**src/rtl/sid_filter_pkg.sv**
```systemverilog
// Shared constants and coefficient helpers for the time-multiplexed SID state-variable filter.
package sid_filter_pkg;

    localparam logic [2:0] ST_IDLE   = 3'd0;
    localparam logic [2:0] ST_M_HP   = 3'd1;
    localparam logic [2:0] ST_M_BP   = 3'd2;
    localparam logic [2:0] ST_M_Q    = 3'd3;
    localparam logic [2:0] ST_COMMIT = 3'd4;
    localparam logic [2:0] ST_MIX    = 3'd5;

    localparam logic [11:0] FC_KNEE    = 12'hA37;
    localparam logic [17:0] W0_BASE    = 18'd797;
    localparam logic [17:0] W0_SLOPE   = 18'd40;
    localparam logic [17:0] W0_MAX     = 18'd105397;
    localparam int          MIX_OFFSET = 1024;

    // Linear cutoff ramp that flattens out above the knee
    function automatic logic signed [17:0] w0_calc(input logic [11:0] fc);
        logic [17:0] w0;
        if (fc < FC_KNEE)
            w0 = {6'd0, fc} * W0_SLOPE + W0_BASE;
        else
            w0 = W0_MAX;
        return signed'(w0);
    endfunction

    function automatic logic signed [17:0] q_lut(input logic [3:0] res);
        logic signed [17:0] q;
        case (res)
            4'd0:    q = 18'sd1448;
            4'd1:    q = 18'sd1323;
            4'd2:    q = 18'sd1218;
            4'd3:    q = 18'sd1128;
            4'd4:    q = 18'sd1051;
            4'd5:    q = 18'sd984;
            4'd6:    q = 18'sd925;
            4'd7:    q = 18'sd872;
            4'd8:    q = 18'sd825;
            4'd9:    q = 18'sd783;
            4'd10:   q = 18'sd745;
            4'd11:   q = 18'sd710;
            4'd12:   q = 18'sd679;
            4'd13:   q = 18'sd650;
            4'd14:   q = 18'sd624;
            default: q = 18'sd599;
        endcase
        return q;
    endfunction

endpackage

```
**src/rtl/sid_filter_seq_if.sv**
```systemverilog
// Sample-side bus between the voice mixer, the filter sequencer and the volume stage.
interface sid_filter_seq_if;
    logic        sample_stb;
    logic [11:0] in;
    logic [11:0] fc;
    logic [3:0]  resonance;
    logic        high_pass;
    logic        band_pass;
    logic        low_pass;
    logic        busy;
    logic [11:0] out;
    logic        out_valid;
    logic        overrun;

    modport master (
        output sample_stb, in, fc, resonance, high_pass, band_pass, low_pass,
        input  busy, out, out_valid, overrun
    );

    modport slave (
        input  sample_stb, in, fc, resonance, high_pass, band_pass, low_pass,
        output busy, out, out_valid, overrun
    );
endinterface

```
**src/rtl/sid_filter_mul.sv**
```systemverilog
// Registered signed state x coefficient multiply followed by a selectable arithmetic shift.
module sid_filter_mul #(
    parameter int STATE_W  = 32,
    parameter int COEF_W   = 18,
    parameter int W0_SHIFT = 20,
    parameter int Q_SHIFT  = 10
) (
    input  logic                      clk,
    input  logic signed [STATE_W-1:0] a,
    input  logic signed [COEF_W-1:0]  b,
    input  logic                      shift_q,
    output logic signed [STATE_W-1:0] p
);

    logic signed [STATE_W+COEF_W-1:0] prod;

    assign prod = a * b;

    // Full-width product is shifted first, then truncated back to state width
    always_ff @(posedge clk) begin
        p <= STATE_W'(shift_q ? (prod >>> Q_SHIFT) : (prod >>> W0_SHIFT));
    end

endmodule

```
**src/rtl/sid_filter_seq.sv**
```systemverilog
// SID state-variable filter: one shared multiplier stepped through HP/BP/Q products per sample,
// atomic integrator commit, then output mix with offset and clamp.
module sid_filter_seq
    import sid_filter_pkg::*;
#(
    parameter int STATE_W  = 32,
    parameter int COEF_W   = 18,
    parameter int W0_SHIFT = 20,
    parameter int Q_SHIFT  = 10
) (
    input  logic           clk,
    input  logic           reset_n,
    sid_filter_seq_if.slave bus
);

    logic [2:0]                state;
    logic signed [STATE_W-1:0] vhp, vbp, vlp;
    logic signed [STATE_W-1:0] p_hp, p_bp, mul_p;
    logic signed [STATE_W-1:0] mul_a, in_ext;
    logic signed [COEF_W-1:0]  mul_b, w0_l, q_l;
    logic [11:0]               in_l;
    logic [2:0]                mode_l;
    logic signed [STATE_W+1:0] mix_sum;

    function automatic logic [11:0] clamp_out(input logic signed [STATE_W+1:0] s);
        if (s[STATE_W+1])
            return 12'd0;
        else if (s > (STATE_W+2)'(4095))
            return 12'hFFF;
        else
            return s[11:0];
    endfunction

    assign in_ext   = {{(STATE_W-12){1'b0}}, in_l};
    assign bus.busy = (state != ST_IDLE);

    always_comb begin
        mul_a = vhp;
        mul_b = w0_l;
        case (state)
            ST_M_BP: mul_a = vbp;
            ST_M_Q: begin
                mul_a = vbp;
                mul_b = q_l;
            end
            default: ;
        endcase
    end

    sid_filter_mul #(
        .STATE_W (STATE_W),
        .COEF_W  (COEF_W),
        .W0_SHIFT(W0_SHIFT),
        .Q_SHIFT (Q_SHIFT)
    ) u_mul (
        .clk    (clk),
        .a      (mul_a),
        .b      (mul_b),
        .shift_q(state == ST_M_Q),
        .p      (mul_p)
    );

    // Operands are frozen at acceptance; product from the previous state is parked here
    always_ff @(posedge clk) begin
        if (state == ST_IDLE && bus.sample_stb) begin
            in_l   <= bus.in;
            w0_l   <= COEF_W'(w0_calc(bus.fc));
            q_l    <= COEF_W'(q_lut(bus.resonance));
            mode_l <= {bus.high_pass, bus.band_pass, bus.low_pass};
        end
        if (state == ST_M_BP) p_hp <= mul_p;
        if (state == ST_M_Q)  p_bp <= mul_p;
    end

    always_comb begin
        mix_sum = (STATE_W+2)'(MIX_OFFSET);
        if (mode_l[2]) mix_sum = mix_sum + (STATE_W+2)'(vhp);
        if (mode_l[1]) mix_sum = mix_sum + (STATE_W+2)'(vbp);
        if (mode_l[0]) mix_sum = mix_sum + (STATE_W+2)'(vlp);
    end

    always_ff @(posedge clk or negedge reset_n) begin
        if (!reset_n) begin
            state         <= ST_IDLE;
            vhp           <= '0;
            vbp           <= '0;
            vlp           <= '0;
            bus.out       <= 12'd0;
            bus.out_valid <= 1'b0;
            bus.overrun   <= 1'b0;
        end else begin
            bus.out_valid <= 1'b0;
            bus.overrun   <= bus.sample_stb && (state != ST_IDLE);
            case (state)
                ST_IDLE:   if (bus.sample_stb) state <= ST_M_HP;
                ST_M_HP:   state <= ST_M_BP;
                ST_M_BP:   state <= ST_M_Q;
                ST_M_Q:    state <= ST_COMMIT;
                // mul_p holds the Q product here; every update reads pre-commit state
                ST_COMMIT: begin
                    vbp   <= vbp - p_hp;
                    vlp   <= vlp - p_bp;
                    vhp   <= mul_p - vlp + in_ext;
                    state <= ST_MIX;
                end
                ST_MIX: begin
                    bus.out       <= (mode_l == 3'b000) ? 12'd0 : clamp_out(mix_sum);
                    bus.out_valid <= 1'b1;
                    state         <= ST_IDLE;
                end
                default:   state <= ST_IDLE;
            endcase
        end
    end

endmodule
```
**src/flat_wrapper.sv**
```systemverilog
// flat-port wrapper written by rule: the top's interface ports become plain ports
module sid_filter_seq_flat import sid_filter_pkg::*;
#(
    parameter int STATE_W  = 32,
    parameter int COEF_W   = 18,
    parameter int W0_SHIFT = 20,
    parameter int Q_SHIFT  = 10
)
  (clk, reset_n, bus_sample_stb, bus_in, bus_fc, bus_resonance, bus_high_pass, bus_band_pass, bus_low_pass, bus_busy, bus_out, bus_out_valid, bus_overrun);
  sid_filter_seq_if bus_i ();
  input  logic clk;
  input  logic reset_n;
  input wire logic [$bits(bus_i.sample_stb)-1:0] bus_sample_stb;
  input wire logic [$bits(bus_i.in)-1:0] bus_in;
  input wire logic [$bits(bus_i.fc)-1:0] bus_fc;
  input wire logic [$bits(bus_i.resonance)-1:0] bus_resonance;
  input wire logic [$bits(bus_i.high_pass)-1:0] bus_high_pass;
  input wire logic [$bits(bus_i.band_pass)-1:0] bus_band_pass;
  input wire logic [$bits(bus_i.low_pass)-1:0] bus_low_pass;
  output wire logic [$bits(bus_i.busy)-1:0] bus_busy;
  output wire logic [$bits(bus_i.out)-1:0] bus_out;
  output wire logic [$bits(bus_i.out_valid)-1:0] bus_out_valid;
  output wire logic [$bits(bus_i.overrun)-1:0] bus_overrun;
  assign bus_i.sample_stb = bus_sample_stb;
  assign bus_i.in = bus_in;
  assign bus_i.fc = bus_fc;
  assign bus_i.resonance = bus_resonance;
  assign bus_i.high_pass = bus_high_pass;
  assign bus_i.band_pass = bus_band_pass;
  assign bus_i.low_pass = bus_low_pass;
  assign bus_busy = bus_i.busy;
  assign bus_out = bus_i.out;
  assign bus_out_valid = bus_i.out_valid;
  assign bus_overrun = bus_i.overrun;
  sid_filter_seq #(.STATE_W(STATE_W), .COEF_W(COEF_W), .W0_SHIFT(W0_SHIFT), .Q_SHIFT(Q_SHIFT)) u_core (.clk(clk), .reset_n(reset_n), .bus(bus_i));
endmodule
```
**config.mk**
```make
export PLATFORM = sky130hd
export DESIGN_NAME = sid_filter_seq_flat
export DESIGN_NICKNAME = d
export VERILOG_FILES = /design/src/rtl/sid_filter_pkg.sv /design/src/rtl/sid_filter_seq_if.sv /design/src/rtl/sid_filter_mul.sv /design/src/rtl/sid_filter_seq.sv /design/src/flat_wrapper.sv
export SDC_FILE = /design/constraint.sdc
export NUM_CORES = 2
export LEC_CHECK = 0
export ABC_AREA = 1
export CAP_MARGIN = 20
export CORE_MARGIN = 2
export CORE_UTILIZATION = 50
export CTS_BUF_LIST = sky130_fd_sc_hd__clkbuf_4 sky130_fd_sc_hd__clkbuf_8 sky130_fd_sc_hd__clkbuf_16
export DETAILED_ROUTE_END_ITERATION = 10
export GPL_TIMING_DRIVEN = 0
export HOLD_SLACK_MARGIN = 0.02
export MAX_ROUTING_LAYER = met4
export PLACE_DENSITY = 0.66
export SYNTH_ARGS = -nofsm -noshare
export SYNTH_HDL_FRONTEND = slang
export SYNTH_SLANG_ARGS = --single-unit
```
**constraint.sdc**
```tcl
create_clock -name clk -period 8.2 [get_ports clk]
set_clock_uncertainty 0.2 [all_clocks]
set_input_delay 1.23 -clock clk [delete_from_list [all_inputs] [get_ports clk]]
set_output_delay 1.23 -clock clk [all_outputs]
set_load 0.05 [all_outputs]
```
Word-level counts from Yosys, hierarchy flattened
Memories as Yosys holds them, arrays and structs flattened. A register that Yosys moved wholly into a read port is not among the register bits.
Cells that the tools add are included.
{"block": "word_totals", "ff_bits": 260, "rom_bits": 176, "inputBits": 34, "out_inout_bits": 15, "wordCells": 51, "mem_count": 1}
{"name": "(no name shown)", "depth": 16, "width": 11, "read_ports": 1, "rd_clocked_by_memory_dff": 1, "write_ports": 0, "line_no": "sid_filter_pkg.sv:29", "rtl": "case (res)"}
{"block": "op_classes", "addsub": 8, "n_mul": 2, "n_lt_le_gt_ge": 2, "n_eq_ne": 6, "muxes": 12, "reduce_logical": 6}
{"op": "34-bit 2-to-1 mux", "count": 3}
{"op": "32-bit subtractor", "count": 3}
{"op": "34-bit by 32-bit adder with 34-bit output", "count": 2}
{"op": "32-bit 2-to-1 mux", "count": 2}
{"op": "32-bit by 18-bit multiplier with 50-bit output", "count": 1}
{"op": "12-bit 2-to-1 mux", "count": 3}
{"op": "34-bit by 13-bit > comparator with 1-bit output (second input constant)", "count": 1}
{"op": "12-bit by 32-bit adder with 33-bit output (first input constant)", "count": 1}
{"op": "32-bit by 13-bit adder with 32-bit output", "count": 1}
{"op": "18-bit by 10-bit adder with 18-bit output (second input constant)", "count": 1}
{"op": "18-bit 2-to-1 mux", "count": 1}
{"op": "12-bit by 3-bit multiplier with 15-bit output (second input constant)", "count": 1}
{"op": "3-bit case mux with 5 select lines", "count": 1}
{"op": "12-bit less-than comparator (second input constant)", "count": 1}
{"op": "3-bit by 2-bit == test with 1-bit output (second input constant)", "count": 2}
{"op": "3-bit == test (second input constant)", "count": 2}
{"op": "3-bit zero test", "count": 2}
{"op": "3-bit by 1-bit == test with 1-bit output (second input constant)", "count": 1}
{"op": "3-bit 2-to-1 mux", "count": 1}
{"op": "3-bit nonzero test", "count": 1}
{"op": "1-bit logical AND", "count": 2}
{"op": "2-bit != test (second input constant)", "count": 1}
{"op": "2-bit OR reduction", "count": 1}
{"op": "1-bit 2-to-1 mux", "count": 1}

Depth between registers and ports, before layout
{"block": "logic_depth", "word_depth": 10, "depth_mapped": 42, "mapped_depth_nobuf": 41}

Modules after synthesis
Synthesis repeated with hierarchy kept, for this count alone.
{"block": "unflattened", "hier_cells": 6013, "hier_area_um2": 42976.2}
{"module": "sid_filter_mul", "n_inst": 1, "cells_per_inst": 2933, "area_each_um2": 22160.0, "seq_area_each_um2": 640.6}
{"module": "sid_filter_seq", "n_inst": 1, "cells_per_inst": 3080, "area_each_um2": 20816.2, "seq_area_each_um2": 5980.7}

Least setup slack after synthesis
No wires, ideal clock.
{"block": "synth_timing", "kind": "reg-to-reg", "from": "register u_core.state[1]", "to": "register u_core.u_mul.p[29]", "setup_time_ps": 116, "arrival_time_ps": 6533, "required_time_ps": 7884, "setup_slack_ps": 1351, "stages_incl_launch_ff": 27, "n_path_buf": 2, "synth_period_minus_slack_ps": 6849, "path_cell_list": "dfrtp_1 > nand2_1 > nor2_2 > buf_2 > clkbuf_1 > nand2_1 > o21ai_1 > clkinv_1 > nor2_1 > fa_1 > fa_1 > inv_1 > fa_1 > inv_1 > fa_1 > fa_1 > fa_1 > ha_1 > inv_1 > nor3_1 > a211oi_1 > o221ai_1 > a21oi_1 > o21ai_0 > or2_2 > nand3_1 > nand2_1"}
{"block": "synth_via", "elab_chain_len": 5, "word_cells_on_any_way": 7, "classes_between": "mul: 1; eq/ne: 2; mux: 3; reduce/logical: 1"}
{"item": "from (decl)", "line_no": "sid_filter_seq.sv:16", "rtl": "logic [2:0] state;"}
{"item": "from (signal assigned)", "line_no": "sid_filter_seq.sv:84", "rtl": "state <= ST_IDLE;"}
{"item": "from (signal assigned)", "line_no": "sid_filter_seq.sv:95", "rtl": "ST_IDLE: if (bus.sample_stb) state <= ST_M_HP;"}
{"item": "from (signal assigned)", "line_no": "sid_filter_seq.sv:96", "rtl": "ST_M_HP: state <= ST_M_BP;"}
{"item": "3-bit by 2-bit == test with 1-bit output (on tied branches)", "line_no": "sid_filter_seq.sv:40, sid_filter_seq.sv:59"}
{"item": "2-bit OR reduction (no source line)"}
{"item": "32-bit 2-to-1 mux", "line_no": "sid_filter_seq.sv:40", "rtl": "case (state)"}
{"item": "32-bit by 18-bit multiplier with 50-bit output", "line_no": "sid_filter_mul.sv:17", "rtl": "assign prod = a * b;"}
{"item": "32-bit 2-to-1 mux (*)", "line_no": "sid_filter_mul.sv:21", "rtl": "p <= STATE_W'(shift_q ? (prod >>> Q_SHIFT) : (prod >>> W0_SHIFT));"}
{"item": "to (signal assigned)", "line_no": "sid_filter_mul.sv:21"}
{"item": "to (decl)", "line_no": "sid_filter_mul.sv:12", "rtl": "output logic signed [STATE_W-1:0] p"}
Every way passes the cells marked *; elsewhere a longest branch is shown, timed or not.
A chain may end at the register's enable or synchronous reset.

Final worst setup path
{"block": "layout_timing", "from": "register u_core.state[2]", "to": "register u_core.u_mul.p[23]"}
The elaborated chain is that of the path after synthesis.

==> summary.md <==
| Metric | Value |
|---|---|
| GR Util All Layers | `37.1%` |
| Net count after synthesis | `6,480` |
| Critical Path Sink | `u_core.u_mul.p[23]` |
| Grt ovf | `0` |
| Initial antenna violation count | `1` |
| IO Pins | `49` |
| Relative slew slack | `28.2%` |
| Clk Latency, worst-skew pair | `570 ps` |
| Outcome | `completed` |
| Largest net degree at the start of global routing | `70` |
| DR WL/cell | `22.3 um` |
| Fin nets | `6,589` |
| Area Growth Syn to Fin | `9.21%` |
| DRT Wirelength | `151 mm` |
| Layout cells sized above 1 | `5.70%` |
| Crit-path max FO | `10` |
| Commonest non-fill, non-tap cell in the layout | `nand2_1` |
| Deepest clock path buffer count | `3` |
| Clock buffers created by TritonCTS | `34` |
| Clock Sinks | `250` |
| Critical Path Start Type | `flop` |
| Fraction of registers with async set/reset | `45.2%` |
| Slew @ Worst Pin | `1080 ps` |
| Tcrit/Tclk final | `97.9%` |
| Vias in the first global route | `37,782` |
| DRC violation count after routing | `0` |
| Placed Area | `43,300 um2` |
| Crit path DAT | `8250 ps` |
| Avg Inst Size Synth | `7.43 um2` |
| Flops & latches, synth | `250` |
| CTS root buf | `clkbuf_16` |
| Worst EP required | `8420 ps` |
| Routability cong. | `1.04` |
| Max-cap viol count | `0` |
| Core Region | `81,800 um2` |
| Crit. End Element | `flop` |
| 1st-pass router iterations | `6` |
| Via density | `5.49` |
| Cells after synthesis | `5,553` |
| Initial core utilization | `50.4%` |
| Number of flops mapped to enable cells by yosys | `105` |
| Final ANT Viol Nets | `0` |
| Post-DP HPWL | `129 mm` |
| DRT iter0 DRCs | `2,718` |
| Die W | `291 um` |
| Worst R2R Setup Slack | `170 ps` |
| Final Hold Fails | `0` |
| Via count | `37,129` |
| Slowest-stage cell, CP | `fa_1` |
| Clock Pin Slew Worst Setup and Hold Paths | `60 ps` |
| Die Area | `84,900 um2` |
| First-pass GRT wire length | `228 mm` |
| R2R Path End | `u_core.u_mul.p[23]` |
| Dpl cells | `6,684` |
| Chip height | `291 um` |
| R2R cell count | `29` |
| Dominant synthesized flop cell | `dfrtp_1` |
| Tightest Hold Check Type | `flop to flop` |
| Most frequent cells in the layout | `nand2_1 (1,435), inv_1 (1,156), fa_1 (566)` |
| Ys Warns | `0` |
| Crit Path Category | `flop to flop` |
| # rows | `105` |
| Max-slew violation total from the final report | `0` |
| Most used cell, CP | `fa_1` |
| Count of final setup violators | `0` |
| Storage cell area | `6620 um2` |
| Post-Layout Cell Count | `6,758` |
| Register area share after synthesis | `16.0%` |
| CP peak stage delay | `690 ps` |
| Yosys cell types | `64` |
| Final Critical Period | `8030 ps` |
| Mapped Area | `41,300 um2` |
| Critical R2R Launch | `u_core.state[2]` |
| Max frequency | `0.125 GHz` |
| CTS tree | `built` |
| # port buffers | `48` |
| Final Cell Area | `45,100 um2` |
| Crit path from | `u_core.state[2]` |
| Layout fillers | `8,095` |
| Area occupied by multi-input gates | `30,100 um2` |
| H-Tree Depth | `2` |
[routing by layer]
layer | global-route usage [%] | vias up | part of all wire (%)
li1 | - | 17320 | -
met3 | 3.91 | 417 | 5.6
met5 | - | - | 0
met4 | 28.1 | 0 | 9.7
met2 | 61.9 | 1433 | 48
met1 | 41.2 | 17959 | 37
[registers in the layout, summed over array words and instances, names as in the netlist, 3 cells and up]
register,cells
u_core.vhp,32
u_core.q_l,11
u_core.p_bp,32
u_core.state,3
u_core.bus.out,12
u_core.in_l,12
u_core.mode_l,3
u_core.vbp,32
u_core.vlp,32
u_core.w0_l,15
u_core.p_hp,32
u_core.u_mul.p,32
[Yosys cell counts (all sizes together) (6+ instances only)]
cell type,count,area share (%)
a21boi,6,0.12
clkinv,8,0.073
a21oi,270,3.3
nand4,36,0.55
o21a,19,0.35
o21ai,290,3.6
o21bai,13,0.26
and2,6,0.091
nand2,1451,13
ha,323,9.8
a31oi,29,0.44
a221oi,7,0.15
or2,31,0.47
nor3,52,0.68
nand3b,23,0.42
xor2,59,1.3
xnor2,61,1.3
o211ai,9,0.16
edfxtp,105,7.6
a21o,22,0.40
nand3,211,2.6
fa,570,28
dfrtp,113,6.9
nor2,467,4.3
nor4,8,0.12
inv,1168,11
dfxtp,32,1.6
buf,20,0.25
clkbuf,111,1.0
[area by class of cell]
class	count	share of cell area (%)
Inverter	1176	9.82
Multi-Input combinational cell	3996	66.8
Clock buffer	46	2.21
Tap cell	1070	2.97
Clock inverter	15	0.347
Sequential cell	250	14.7
Timing Repair Buffer	73	1.67
Buffer	131	1.48
Antenna cell	1	0.00555
[worst min path at each step]
| stage | from | end | slack [ps] | depth (start not counted) |
|---|---|---|---|---|
| 6_report | u_core.u_mul.p[8] | u_core.p_bp[8] | 260 | 0 |
| 5_1_grt | u_core.u_mul.p[10] | u_core.p_hp[10] | 290 | 0 |
| 4_1_cts | u_core.u_mul.p[8] | u_core.p_bp[8] | 270 | 0 |
| 3_5_place_dp | u_core.u_mul.p[8] | u_core.p_hp[8] | 250 | 0 |
| 3_3_place_gp | u_core.u_mul.p[8] | u_core.p_bp[8] | 240 | 0 |
| 2_1_floorplan | u_core.u_mul.p[10] | u_core.p_bp[10] | 230 | 0 |
[metrics by stage]
| stage | setup slack (ps) | util, % | hold slack, ps | setup TNS, ps |
|---|---|---|---|---|
| 2_1_floorplan | 1350 | - | 226 | 0 |
| 3_3_place_gp | -994 | 52.7 | 236 | -20310 |
| 3_5_place_dp | -996 | 52.9 | 249 | -18410 |
| 4_1_cts | -2.65 | 54.6 | 271 | -2.65 |
| 5_1_grt | -14.5 | 55.1 | 288 | -23.3 |
| 6_report | 171 | 55.1 | 263 | 0 |
[cells by family after synthesis]
| family | synth area share [%] |
|---|---|
| adders and majority gates | 37.4 |
| and+or+nand+nor | 22.6 |
| xor gates and xnor gates | 2.56 |
| muxes | 0.0970 |
| AOI/OAI and AO/OA | 9.31 |
| buffers and inverters | 12.0 |
| DFF | 16.0 |
[critical path: cells and delay by family, from the launching register on]
kind                     cells  cell delay, ps
AO/OA/AOI/OAI                6            1350
buffers and inverters        9            1290
adder cells (fa/ha/maj)      7            3640
flip-flops                   1             450
AND/OR/NAND/NOR              7             940
[timing repair]
action | 4_1_cts | 5_1_grt
endpoints found under the setup margin | 32 | 23
pin swaps | 0 | 6
hold buffers | 0 | 0
resized for setup | 116 | 117
setup buffers | 0 | 12
Power is left out: the tool's default activity adds up to more than one toggle a clock period on the data nets, which glitch-free logic cannot reach.
